[src/rtl/nibble_serial_adder_ctrl.sv]
// nibble_serial_adder_ctrl
//   Computes a WIDTH-bit add or subtract with a single 4-bit ripple slice.
//   The slice is stepped over the operands one nibble per clock, starting
//   with the least-significant nibble. A start/busy/done handshake connects
//   the block to the control logic that issues operations.
//
// Ports
//   clk        rising-edge clock
//   rst        synchronous, active-high reset
//   start      request; taken only in IDLE or DONE
//   sub        0 = A+B, 1 = A-B; captured with start
//   op_a/op_b  operands; captured with start
//   busy       high while an operation is running
//   done       one-cycle pulse; result and flags are valid
//   result     sum/difference; held until the next accepted start
//   carry_out  carry out of the MSB (1 = no borrow when subtracting)
//   overflow   signed two's-complement overflow
module nibble_serial_adder_ctrl #(
  parameter int unsigned WIDTH = 32
) (
  input  logic             clk,
  input  logic             rst,
  input  logic             start,
  input  logic             sub,
  input  logic [WIDTH-1:0] op_a,
  input  logic [WIDTH-1:0] op_b,
  output logic             busy,
  output logic             done,
  output logic [WIDTH-1:0] result,
  output logic             carry_out,
  output logic             overflow
);

  localparam int unsigned SLICE      = 4;
  localparam int unsigned NUM_SLICES = WIDTH / SLICE;
  localparam int unsigned CW         = (NUM_SLICES > 1) ? $clog2(NUM_SLICES) : 1;
  localparam logic [CW-1:0] LAST     = CW'(NUM_SLICES - 1);

  typedef enum logic [1:0] {
    IDLE = 2'd0,
    RUN  = 2'd1,
    DONE = 2'd2
  } state_t;

  state_t           state_q, state_d;
  logic [WIDTH-1:0] a_q, a_d;
  logic [WIDTH-1:0] b_q, b_d;       // B already inverted for subtraction
  logic [WIDTH-1:0] result_q, result_d;
  logic [CW-1:0]    cnt_q, cnt_d;
  logic             carry_q, carry_d;
  logic             cout_q, cout_d;
  logic             ovf_q, ovf_d;

  logic [SLICE-1:0] slice_a;
  logic [SLICE-1:0] slice_b;
  logic [SLICE-1:0] slice_sum;
  logic [SLICE:0]   slice_c;

  // Select the nibble pair addressed by the slice counter.
  always_comb begin
    slice_a = '0;
    slice_b = '0;
    for (int unsigned i = 0; i < NUM_SLICES; i++) begin
      if (cnt_q == CW'(i)) begin
        slice_a = a_q[i*SLICE +: SLICE];
        slice_b = b_q[i*SLICE +: SLICE];
      end
    end
  end

  // 4-bit ripple chain of full adders; carry-in comes from the carry register.
  always_comb begin
    slice_sum  = '0;
    slice_c    = '0;
    slice_c[0] = carry_q;
    for (int unsigned i = 0; i < SLICE; i++) begin
      slice_sum[i]  = slice_a[i] ^ slice_b[i] ^ slice_c[i];
      slice_c[i+1]  = (slice_a[i] & slice_b[i]) | (slice_c[i] & (slice_a[i] ^ slice_b[i]));
    end
  end

  always_ff @(posedge clk) begin
    if (rst) begin
      state_q  <= IDLE;
      a_q      <= '0;
      b_q      <= '0;
      result_q <= '0;
      cnt_q    <= '0;
      carry_q  <= 1'b0;
      cout_q   <= 1'b0;
      ovf_q    <= 1'b0;
    end else begin
      state_q  <= state_d;
      a_q      <= a_d;
      b_q      <= b_d;
      result_q <= result_d;
      cnt_q    <= cnt_d;
      carry_q  <= carry_d;
      cout_q   <= cout_d;
      ovf_q    <= ovf_d;
    end
  end

  always_comb begin
    state_d  = state_q;
    a_d      = a_q;
    b_d      = b_q;
    result_d = result_q;
    cnt_d    = cnt_q;
    carry_d  = carry_q;
    cout_d   = cout_q;
    ovf_d    = ovf_q;

    unique case (state_q)
      IDLE, DONE: begin
        state_d = IDLE;
        if (start) begin
          // Subtraction is A + ~B + 1: invert B once here, seed carry with sub.
          a_d      = op_a;
          b_d      = op_b ^ {WIDTH{sub}};
          carry_d  = sub;
          result_d = '0;
          cnt_d    = '0;
          cout_d   = 1'b0;
          ovf_d    = 1'b0;
          state_d  = RUN;
        end
      end
      RUN: begin
        for (int unsigned i = 0; i < NUM_SLICES; i++) begin
          if (cnt_q == CW'(i)) begin
            result_d[i*SLICE +: SLICE] = slice_sum;
          end
        end
        carry_d = slice_c[SLICE];
        if (cnt_q == LAST) begin
          // Final slice: its sum MSB is the result MSB.
          cout_d  = slice_c[SLICE];
          ovf_d   = (a_q[WIDTH-1] == b_q[WIDTH-1]) && (slice_sum[SLICE-1] != a_q[WIDTH-1]);
          state_d = DONE;
        end else begin
          cnt_d = cnt_q + CW'(1);
        end
      end
      default: state_d = IDLE;
    endcase
  end

  assign busy      = (state_q == RUN);
  assign done      = (state_q == DONE);
  assign result    = result_q;
  assign carry_out = cout_q;
  assign overflow  = ovf_q;

endmodule

[config.mk]
export PLATFORM = sky130hd
export DESIGN_NAME = nibble_serial_adder_ctrl
export DESIGN_NICKNAME = d
export VERILOG_FILES = /design/src/rtl/nibble_serial_adder_ctrl.sv
export SDC_FILE = /design/constraint.sdc
export NUM_CORES = 1
export LEC_CHECK = 0
export BUFFER_PORTS_ARGS = -buffer_cell sky130_fd_sc_hd__buf_2
export CAP_MARGIN = 20
export CORE_ASPECT_RATIO = 1.5
export CORE_MARGIN = 2
export CORE_UTILIZATION = 59
export DETAILED_ROUTE_END_ITERATION = 8
export GPL_ROUTABILITY_DRIVEN = 0
export PLACE_DENSITY = 0.85
export SYNTH_ARGS = -nofsm -noshare
export SYNTH_HDL_FRONTEND = slang
export SYNTH_SLANG_ARGS = --single-unit
[constraint.sdc]
create_clock -name clk -period 12.6 [get_ports clk]
set_clock_uncertainty 0.05 [all_clocks]
set_input_delay 2.52 -clock clk [delete_from_list [all_inputs] [get_ports clk]]
set_output_delay 2.52 -clock clk [all_outputs]
set_load 0.05 [all_outputs]
==> flow_metrics.py, run 1 <==
metrics = {
    "timing": {
        "rsz0062_at_grt": "no",
        "finalCritPeriodShare_pct": 41.7,
        "slew_headroom_pct": 31.0,
        "tightest_slew_ps": 1040,
        "fmax_ghz": 0.190,
        "finalMaxSlewViolations": 0,
        "whs_ps": 409,
        "fin_tns_setup_ps": 0,
        "hold_viol": 0,
        "setup_viol": 0,
        "period_needed_ps": 5260,
    },
    "synth": {
        "yosysUniqueCellTypes": 43,
        "ys_ff_latch": 104,
        "synthCells": 629,
        "synth.yosys.warnings": 0,
        "yosysTopAreaCell": "dfxtp_1",
        "syn_area_um2": 5010,
        "seq_area_frac_synth_pct": 41.5,
        "synth_top_area_share_pct": 41.5,
        "syn_nets": 707,
        "avgSynthCellArea_um2": 7.97,
        "synth_area_leaders": "dfxtp_1 42%, a21oi_1 6.6%, nand2_1 6.4%",
    },
    "floorplan": {
        "num_rows": 41,
        "fp.dieH_um": 117,
        "dieArea_um2": 9260,
        "die_w_um": 79.2,
        "start_util_pct": 60.3,
        "core_area_um2": 8310,
        "io_pins": 104,
    },
    "final_layout": {
        "layout-area-overhead-vs-synth_pct": 14.6,
        "antenna_cells": 0,
        "final_util_pct": 69.1,
        "multi_input_area_um2": 2590,
        "regArea_um2": 2080,
        "stdcell_area_um2": 5740,
        "fin_nets": 768,
        "nFillCells": 708,
        "drive_gt1_share_pct": 18.3,
    },
    "grt": {
        "antenna_found_initial": 0,
        "grt_pass1_vias": 4154,
        "grtUsageTotal_pct": 25.6,
        "grt_pass1_wl_um": 18800,
        "grt_start_max_net_pins": 105,
        "grt-ovfl-total": 0,
    },
    "pwr": {
        "leakagePower_uw": 0.00229,
        "ir_drop_mv": 0.0985,
        "pwr_density_cell_nw_per_um2": 133,
    },
    "critical_path": {
        "r2r_cells": 17,
        "crit_arrival_ps": 5490,
        "crit_required_ps": 12830,
        "cp-start-kind": "register",
        "endpoint_kind": "register",
        "path_class": "register to register",
        "path_max_fanout": 31,
    },
    "cts": {
        "cts_tree": "done",
        "cts_hold_buf": 0,
        "cts_setup_buffers": 0,
        "clock-root-buffer": "clkbuf_16",
        "cts_resized": 0,
        "clock-sinks": 104,
        "htree_levels": 3,
        "numCtsBuffers": 9,
        "clock_path_buffers": 2,
        "clk_pin_slew_ps": 60,
        "clk_latency_ps": 340,
    },
    "detailed_routing": {
        "routed_wl_um": 12100,
        "dr.pass1.iters": 7,
        "drtAntennaViolNets": 0,
        "drc_errors": 0,
        "vias_per_cell": 5.74,
        "wl_per_cell_um": 15.0,
        "vias": 4607,
        "drt-initial-drc-count": 292,
    },
    "hold_path": {
        "hold_depth": 2,
        "hold_class": "register to register",
    },
    "placement": {
        "dp.final_hpwl_um": 8470,
        "placed_area_um2": 5430,
        "io_buffer_count": 103,
    },
    "run": {
        "drv_cap": 0,
    },
    "outcome": {
        "status": "finished, final reports clean",
    },
}
## final timing paths
check            from  endpoint  slack (ps)
max reg2reg  cnt_q[2]  overflow        7340
max          cnt_q[2]  overflow        7340
min reg2reg    a_q[4]    a_q[4]         410
min            a_q[4]    a_q[4]         410
## cell families (layout without fill, tap and decap cells)
kind of cell | count (synthesis) | after routing | share of synthesized area, %
flops | 104 | 104 | 41.5
compound gates | 153 | 153 | 19.4
xor+xnor | 32 | 32 | 5.59
buf+inv | 76 | 142 | 6.89
simple gates | 250 | 250 | 22.7
fa+ha+maj | 10 | 10 | 3.10
mux | 4 | 4 | 0.799
## area by class of cell
class | count | share of cell area, %
multi-input combinational | 449 | 45.2
sequential | 104 | 36.3
timing repair buffer | 107 | 9.50
clock buffer | 13 | 4.36
tap | 107 | 2.33
inverter | 19 | 1.24
clock inverter | 3 | 1.13
## per-layer routing
layer / global-route usage (%) / up-vias / part of all wire (%) / wire length, µm
met4: 15.3 / 0 / 4.9 / 592
met3: 5.37 / 45 / 5.3 / 643
met1: 28.5 / 2103 / 39 / 4710
met5: 0 / - / 0 / 0
met2: 44.9 / 181 / 51 / 6110
li1: - / 2278 / - / -
## per-stage QoR
| stage | total power, µW | worst slack, ps | std cells |
|---|---|---|---|
| floorplan | 443 | 8600 | 629 |
| global route | 788 | 7020 | 802 |
| finish | 762 | 7340 | 802 |
| detailed placement | 476 | 7460 | 786 |
| global placement | 472 | 7670 | 786 |
| CTS | 763 | 7440 | 802 |
## state kept, by name (all words and copies together) (netlist names)
| signal | count |
|---|---|
| a_q | 32 |
| state_q | 2 |
| result | 32 |
| overflow | 1 |
| b_q | 32 |
| cnt_q | 3 |
| carry_q | 1 |
| carry_out | 1 |
## synth_stat cells, drive strengths merged
master	count
a211oi	32
a21o	2
a21oi	68
a221o	1
a221oi	4
a31oi	21
a32o	2
a32oi	2
and2	3
and3b	2
buf	36
clkbuf	21
clkinv	1
dfxtp	104
fa	4
ha	6
inv	18
mux2i	4
nand2	85
nand2b	5
nand3	35
nand3b	3
nand4b	3
nand4bb	2
nor2	85
nor2b	13
nor3	4
nor3b	8
o211ai	7
o21a	2
o21ai	4
o22ai	1
o31ai	2
o32ai	5
or3	2
xnor2	24
xor2	8
## cells in the final DEF, fill, tap and decap left out, drive strengths merged, types with 6 or more instances in the layout
master and n:
ha 6, xnor2 24, a21oi 68, nand3 35
buf 107, inv 18, o211ai 7, a211oi 32
dfxtp 104, nand2 85, a31oi 21, xor2 8
nor3b 8, nor2 85, nor2b 13, clkbuf 13
## worst max-delay path, stage by stage (launching register included)
cell      delay (ps)
dfxtp_1          950
clkinv_1         490
ha_1             570
nor2_1           340
o211ai_1         170
nand3_1          130
a32oi_1          130
fa_1             410
inv_1             80
fa_1             160
inv_1             50
fa_1             360
inv_1             90
fa_1             560
or3_1            360
a21oi_1          140
a31oi_1           60
nor2_1           100
## power by group
group,internal [µW],switching (µW)
combinational,42.3,69.2
clock,179,114
sequential,346,11.4
Note: power is estimated with default switching activity, not from simulation.
==> run 2: changes to the inputs <==
- ABC_AREA: unset -> 1
- CORE_UTILIZATION: 59 -> 55
- PLACE_DENSITY: 0.85 -> 0.8
- clock period: 12.6 -> 5.3 ns (I/O delays scaled with it)
==> flow_metrics.py, run 2 <==
metrics = {
    "outcome": {
        "status": "finished, final reports clean",
    },
    "placement": {
        "pre_cts_slack_ps": 1510,
        "io_buffer_count": 103,
        "dp.final_hpwl_um": 8660,
    },
    "timing": {
        "period_needed_ps": 3910,
        "hold_viol": 0,
        "tightest_slew_ps": 991,
        "fin_ws_ps": 1390,
        "fmax_ghz": 0.256,
        "rsz0062_at_grt": "no",
        "whs_ps": 408,
        "fin_tns_setup_ps": 0,
        "finalMaxSlewViolations": 0,
        "finalCritPeriodShare_pct": 73.8,
        "slew_headroom_pct": 33.9,
        "setup_viol": 0,
    },
    "critical_path": {
        "crit_arrival_ps": 4140,
        "critPathMaxStageDelay_ps": 460,
        "path_class": "register to register",
        "endpoint_kind": "register",
        "cp-start-kind": "register",
        "slowest_stage": "fa_1",
        "path_max_fanout": 11,
        "crit_chain": "inv_1 > ha_1 > nand2_1 > inv_1 > nand2_1 > nand2_1 > inv_1 > nand2_1 > nand2_1 > nand2_1 > fa_1 > inv_1 > fa_1 > inv_1 > fa_1 > inv_1 > fa_1 > nor2_1 > inv_1 > a21oi_1",
        "reg2reg_to": "result[3]",
        "crit_required_ps": 5530,
        "reg2reg_slack_ps": 1390,
        "r2r_start": "cnt_q[1]",
        "r2r_cells": 20,
        "crit_path_frequent_cell": "inv_1",
    },
    "cts": {
        "clock-root-buffer": "clkbuf_16",
        "clock_path_buffers": 2,
        "clk_latency_ps": 340,
        "clock-sinks": 104,
        "cts_resized": 0,
        "cts_hold_buf": 0,
        "cts_tree": "done",
        "htree_levels": 3,
        "clk_pin_slew_ps": 70,
        "cts_setup_buffers": 0,
        "numCtsBuffers": 9,
    },
    "grt": {
        "grtUsageTotal_pct": 25.5,
        "antenna_found_initial": 0,
        "grt_pass1_vias": 4219,
        "grt-ovfl-total": 0,
        "grt_pass1_wl_um": 19200,
        "grt_start_max_net_pins": 49,
    },
    "final_layout": {
        "final_common_cell": "nand2_1",
        "fin_nets": 829,
        "drive_gt1_share_pct": 20.5,
        "nFillCells": 754,
        "regArea_um2": 2080,
        "antenna_cells": 0,
        "multi_input_area_um2": 2390,
        "layout-area-overhead-vs-synth_pct": 16.8,
        "final_cell_mix": "121 x nand2_1, 104 x dfxtp_1, 103 x buf_2",
    },
    "synth": {
        "synth.most_common_cell": "nand2_1",
        "yosys-top-cells-count": "121 x nand2_1, 104 x dfxtp_1, 90 x nor2_1, 79 x o21ai_0, 72 x a21oi_1",
        "ys_ff_latch": 104,
        "synth_edf_count": 0,
        "syn_nets": 745,
        "synthCells": 667,
        "synth.yosys.warnings": 0,
        "syn_area_um2": 4880,
        "seq_area_frac_synth_pct": 42.7,
        "async_reset_ff_share_pct": 0,
        "synth_area_leaders": "dfxtp_1 43%, nand2_1 9.3%, o21ai_0 8.1%",
        "yosysUniqueCellTypes": 34,
        "yosysTopAreaCell": "dfxtp_1",
        "synth_top_area_share_pct": 42.7,
        "synth_flop_cell": "dfxtp_1",
        "avgSynthCellArea_um2": 7.32,
    },
    "hold_path": {
        "hold_end": "result[14]",
        "hold_depth": 2,
        "hold_class": "register to register",
        "hp-start": "result[14]",
    },
    "floorplan": {
        "io_pins": 104,
        "start_util_pct": 55.9,
        "fp.dieH_um": 119,
        "core_area_um2": 8720,
        "num_rows": 42,
        "die_w_um": 80.9,
        "dieArea_um2": 9660,
    },
    "detailed_routing": {
        "vias_per_cell": 5.23,
        "drc_errors": 0,
        "drt-initial-drc-count": 240,
        "vias": 4527,
        "dr.pass1.iters": 4,
        "wl_per_cell_um": 13.6,
        "drtAntennaViolNets": 0,
        "routed_wl_um": 11800,
    },
    "run": {
        "drv_cap": 0,
    },
    "pwr": {
        "leakagePower_uw": 0.00263,
        "pwr_density_cell_nw_per_um2": 340,
        "fin_total_pwr_uw": 1940,
        "ir_drop_mv": 0.228,
    },
}
-- run 2: changes by cell type after synthesis, sizes merged, moves of 8 or more --
cell,previous run,this run
inv,18,58
a211oi,32,0
nor3b,8,0
a31oi,21,1
xnor2,24,32
buf,36,17
nor2b,13,0
xor2,8,0
nand2,85,127
a21oi,68,76
o21ai,4,87
nor2,85,93
-- run 2: metrics by stage --
stage	utilization (%)	cell area (µm²)	std cells
after detailed placement	61.7	5380	849
after floorplan	-	4880	667
final	65.3	5700	865
after CTS	65.0	5670	864
after global placement	61.7	5380	849
after global routing	65.3	5700	865
-- run 2: power breakdown --
| part | internal [µW] | switching (µW) |
|---|---|---|
| Sequential | 849 | 37.8 |
| Combinational | 128 | 272 |
| Clock | 374 | 275 |
| Total | 1350 | 585 |
-- run 2: metal layers --
metal | GRT usage, % | share of wire, % | vias up
met2 | 43.2 | 51 | 133
met5 | 0 | 0 | -
li1 | - | - | 2303
met1 | 30.6 | 41 | 2060
met4 | 11.2 | 3.0 | 0
met3 | 5.15 | 5.2 | 31
-- run 2: cells by family after synthesis --
kind of cell | share of synthesized area, %
and+or+nand+nor | 22.0
adders and majority gates | 3.18
buffers and inverters | 8.33
AOI/OAI and AO/OA | 18.1
xor gates and xnor gates | 5.74
DFF | 42.7
-- run 2: layout make-up --
cell class              instances  share of cell area [%]
clock buffers                  11                    4.26
clock inverters                 4                   0.791
inverters                      60                    4.11
multi-input cells             469                    42.0
flip-flops and latches        104                    36.5
well taps                     110                    2.42
repair buffers                107                    9.93
-- run 2: worst max-delay path: cells and delay by family (launching register included) --
family,cells,cell delay (ps)
and+or+nand+nor,7,930
DFF,1,380
buffers and inverters,7,720
adders and majority gates,5,1590
AOI/OAI and AO/OA,1,160
-- run 2: how the worst max path moves through the flow --
stage               startpoint         end  slack [ps]  cells after the start
floorplan             cnt_q[0]   result[3]        1930                     20
global placement      cnt_q[2]   result[3]        1630                     18
detailed placement    cnt_q[2]   result[3]        1510                     18
CTS                   cnt_q[1]   result[3]        1450                     20
global route          cnt_q[0]  result[31]        1020                     22
finish                cnt_q[1]   result[3]        1390                     20
==> run 3: changes to the inputs <==
- CORE_UTILIZATION: 55 -> 49
- PLACE_DENSITY: 0.8 -> 0.76
- clock period: 5.3 -> 3.49 ns (I/O delays scaled with it)
==> flow_metrics.py, run 3 (synthesis results as in run 2) <==
metrics = {
    "timing": {
        "fmax_ghz": 0.299,
        "period_needed_ps": 3350,
        "finalMaxSlewViolations": 0,
        "setup_viol": 0,
        "finalCritPeriodShare_pct": 95.9,
        "slew_headroom_pct": 35.7,
        "tightest_slew_ps": 964,
        "hold_viol": 0,
    },
    "floorplan": {
        "start_util_pct": 50.4,
        "io_pins": 104,
        "fp.dieH_um": 126,
        "die_w_um": 85.5,
        "core_area_um2": 9690,
        "num_rows": 44,
        "dieArea_um2": 10800,
    },
    "final_layout": {
        "nFillCells": 892,
        "final_util_pct": 61.6,
        "antenna_cells": 0,
        "regArea_um2": 2090,
        "final_cell_mix": "121 x nand2_1, 103 x buf_2, 102 x dfxtp_1",
        "fin_nets": 846,
        "layout-area-overhead-vs-synth_pct": 22.3,
        "stdcell_area_um2": 5970,
        "final_common_cell": "nand2_1",
        "drive_gt1_share_pct": 25.3,
        "multi_input_area_um2": 2490,
    },
    "cts": {
        "clock_path_buffers": 2,
        "clock-sinks": 104,
        "clk_latency_ps": 350,
        "clk_pin_slew_ps": 70,
        "cts_hold_buf": 0,
        "numCtsBuffers": 9,
        "cts_tree": "done",
        "htree_levels": 3,
        "clock-root-buffer": "clkbuf_16",
    },
    "detailed_routing": {
        "vias": 4621,
        "dr.pass1.iters": 6,
        "drc_errors": 0,
        "drt-initial-drc-count": 407,
        "drtAntennaViolNets": 0,
        "vias_per_cell": 5.21,
        "routed_wl_um": 12300,
        "wl_per_cell_um": 13.9,
    },
    "grt": {
        "grt_start_max_net_pins": 43,
        "antenna_found_initial": 0,
        "grt-ovfl-total": 0,
        "grt_pass1_wl_um": 19600,
        "grtUsageTotal_pct": 23.0,
        "grt_pass1_vias": 4188,
    },
    "critical_path": {
        "crit_required_ps": 3690,
        "cp-start-kind": "register",
        "endpoint_kind": "register",
        "path_class": "register to register",
        "crit_arrival_ps": 3540,
        "path_max_fanout": 5,
    },
    "run": {
        "drv_cap": 0,
    },
    "placement": {
        "io_buffer_count": 103,
        "dp.final_hpwl_um": 8890,
        "placed_area_um2": 5500,
    },
    "pwr": {
        "ir_drop_mv": 0.372,
        "pwr_density_cell_nw_per_um2": 516,
        "fin_total_pwr_uw": 3080,
        "leakagePower_uw": 0.00272,
    },
    "hold_path": {
        "hold_class": "register to register",
    },
    "outcome": {
        "status": "finished, final reports clean",
    },
}
run 3: changes by cell type in the layout (fill, tap and decap cells not counted), moves of 3 or more:
cell   before  now
fa_2        0    3
inv_2       6   11
buf_4       3   19
inv_1      50   43
ha_4        0    4
fa_1        4    1
ha_1        6    0
run 3: worst paths after layout:
| check | endpoint | cells after the start | slack [ps] | from |
|---|---|---|---|---|
| max | overflow | 22 | 140 | cnt_q[0] |
| min | result[5] | 2 | 410 | result[5] |
| max reg2reg | overflow | 22 | 140 | cnt_q[0] |
| min reg2reg | result[5] | 2 | 410 | result[5] |
run 3: final cells by class:
class / instances / share of cell area [%]
multi-input cells: 469 / 41.8
flip-flops and latches: 104 / 35.0
repair buffers: 124 / 11.4
clock buffers: 12 / 4.30
inverters: 60 / 4.01
well taps: 115 / 2.41
clock inverters: 3 / 1.09
run 3: repair_timing:
item                       CTS  global route
gates resized for setup      7            29
setup endpoints to repair    9            14
pin swaps                    0             9
setup buffers                0             3
run 3: critical path: stages, from the launching register on:
cell and delay (ps):
dfxtp_4 400, inv_4 60, ha_4 170, inv_1 100, nor2_4 50, nand3_1 70, nand3_1 80, o211ai_1 100
nand2_1 80, nand2_1 60, nand2_1 40, nand2_1 50, nand2_1 60, fa_2 340, inv_2 60, fa_2 180
inv_2 40, fa_2 330, inv_2 70, fa_1 460, nand3_1 100, o21ai_0 80, a32o_1 210
run 3: power breakdown:
part / switching [µW] / leakage (µW) / internal [µW]
sequential: 59.5 / 0.000859 / 1290
clock: 423 / 0.000159 / 663
combinational: 428 / 0.00170 / 214
run 3: through the flow:
step / TNS (ps) / cells / setup WS [ps] / hold WS, ps
floorplan: 0 / 667 / 119 / 379
global placement: 0 / 869 / 77.1 / 397
detailed placement: -441 / 869 / -98.3 / 403
CTS: 0 / 884 / 4.11 / 411
global route: -235 / 887 / -59.8 / 423
finish: 0 / 887 / 144 / 409
run 3: layer usage:
layer	vias to the layer above	part of all wire, %	GRT usage (%)
met5	-	0	0
met1	2098	40	26.4
met4	0	4.6	14.5
met3	36	4.6	2.95
met2	140	50	39.7
li1	2347	-	-
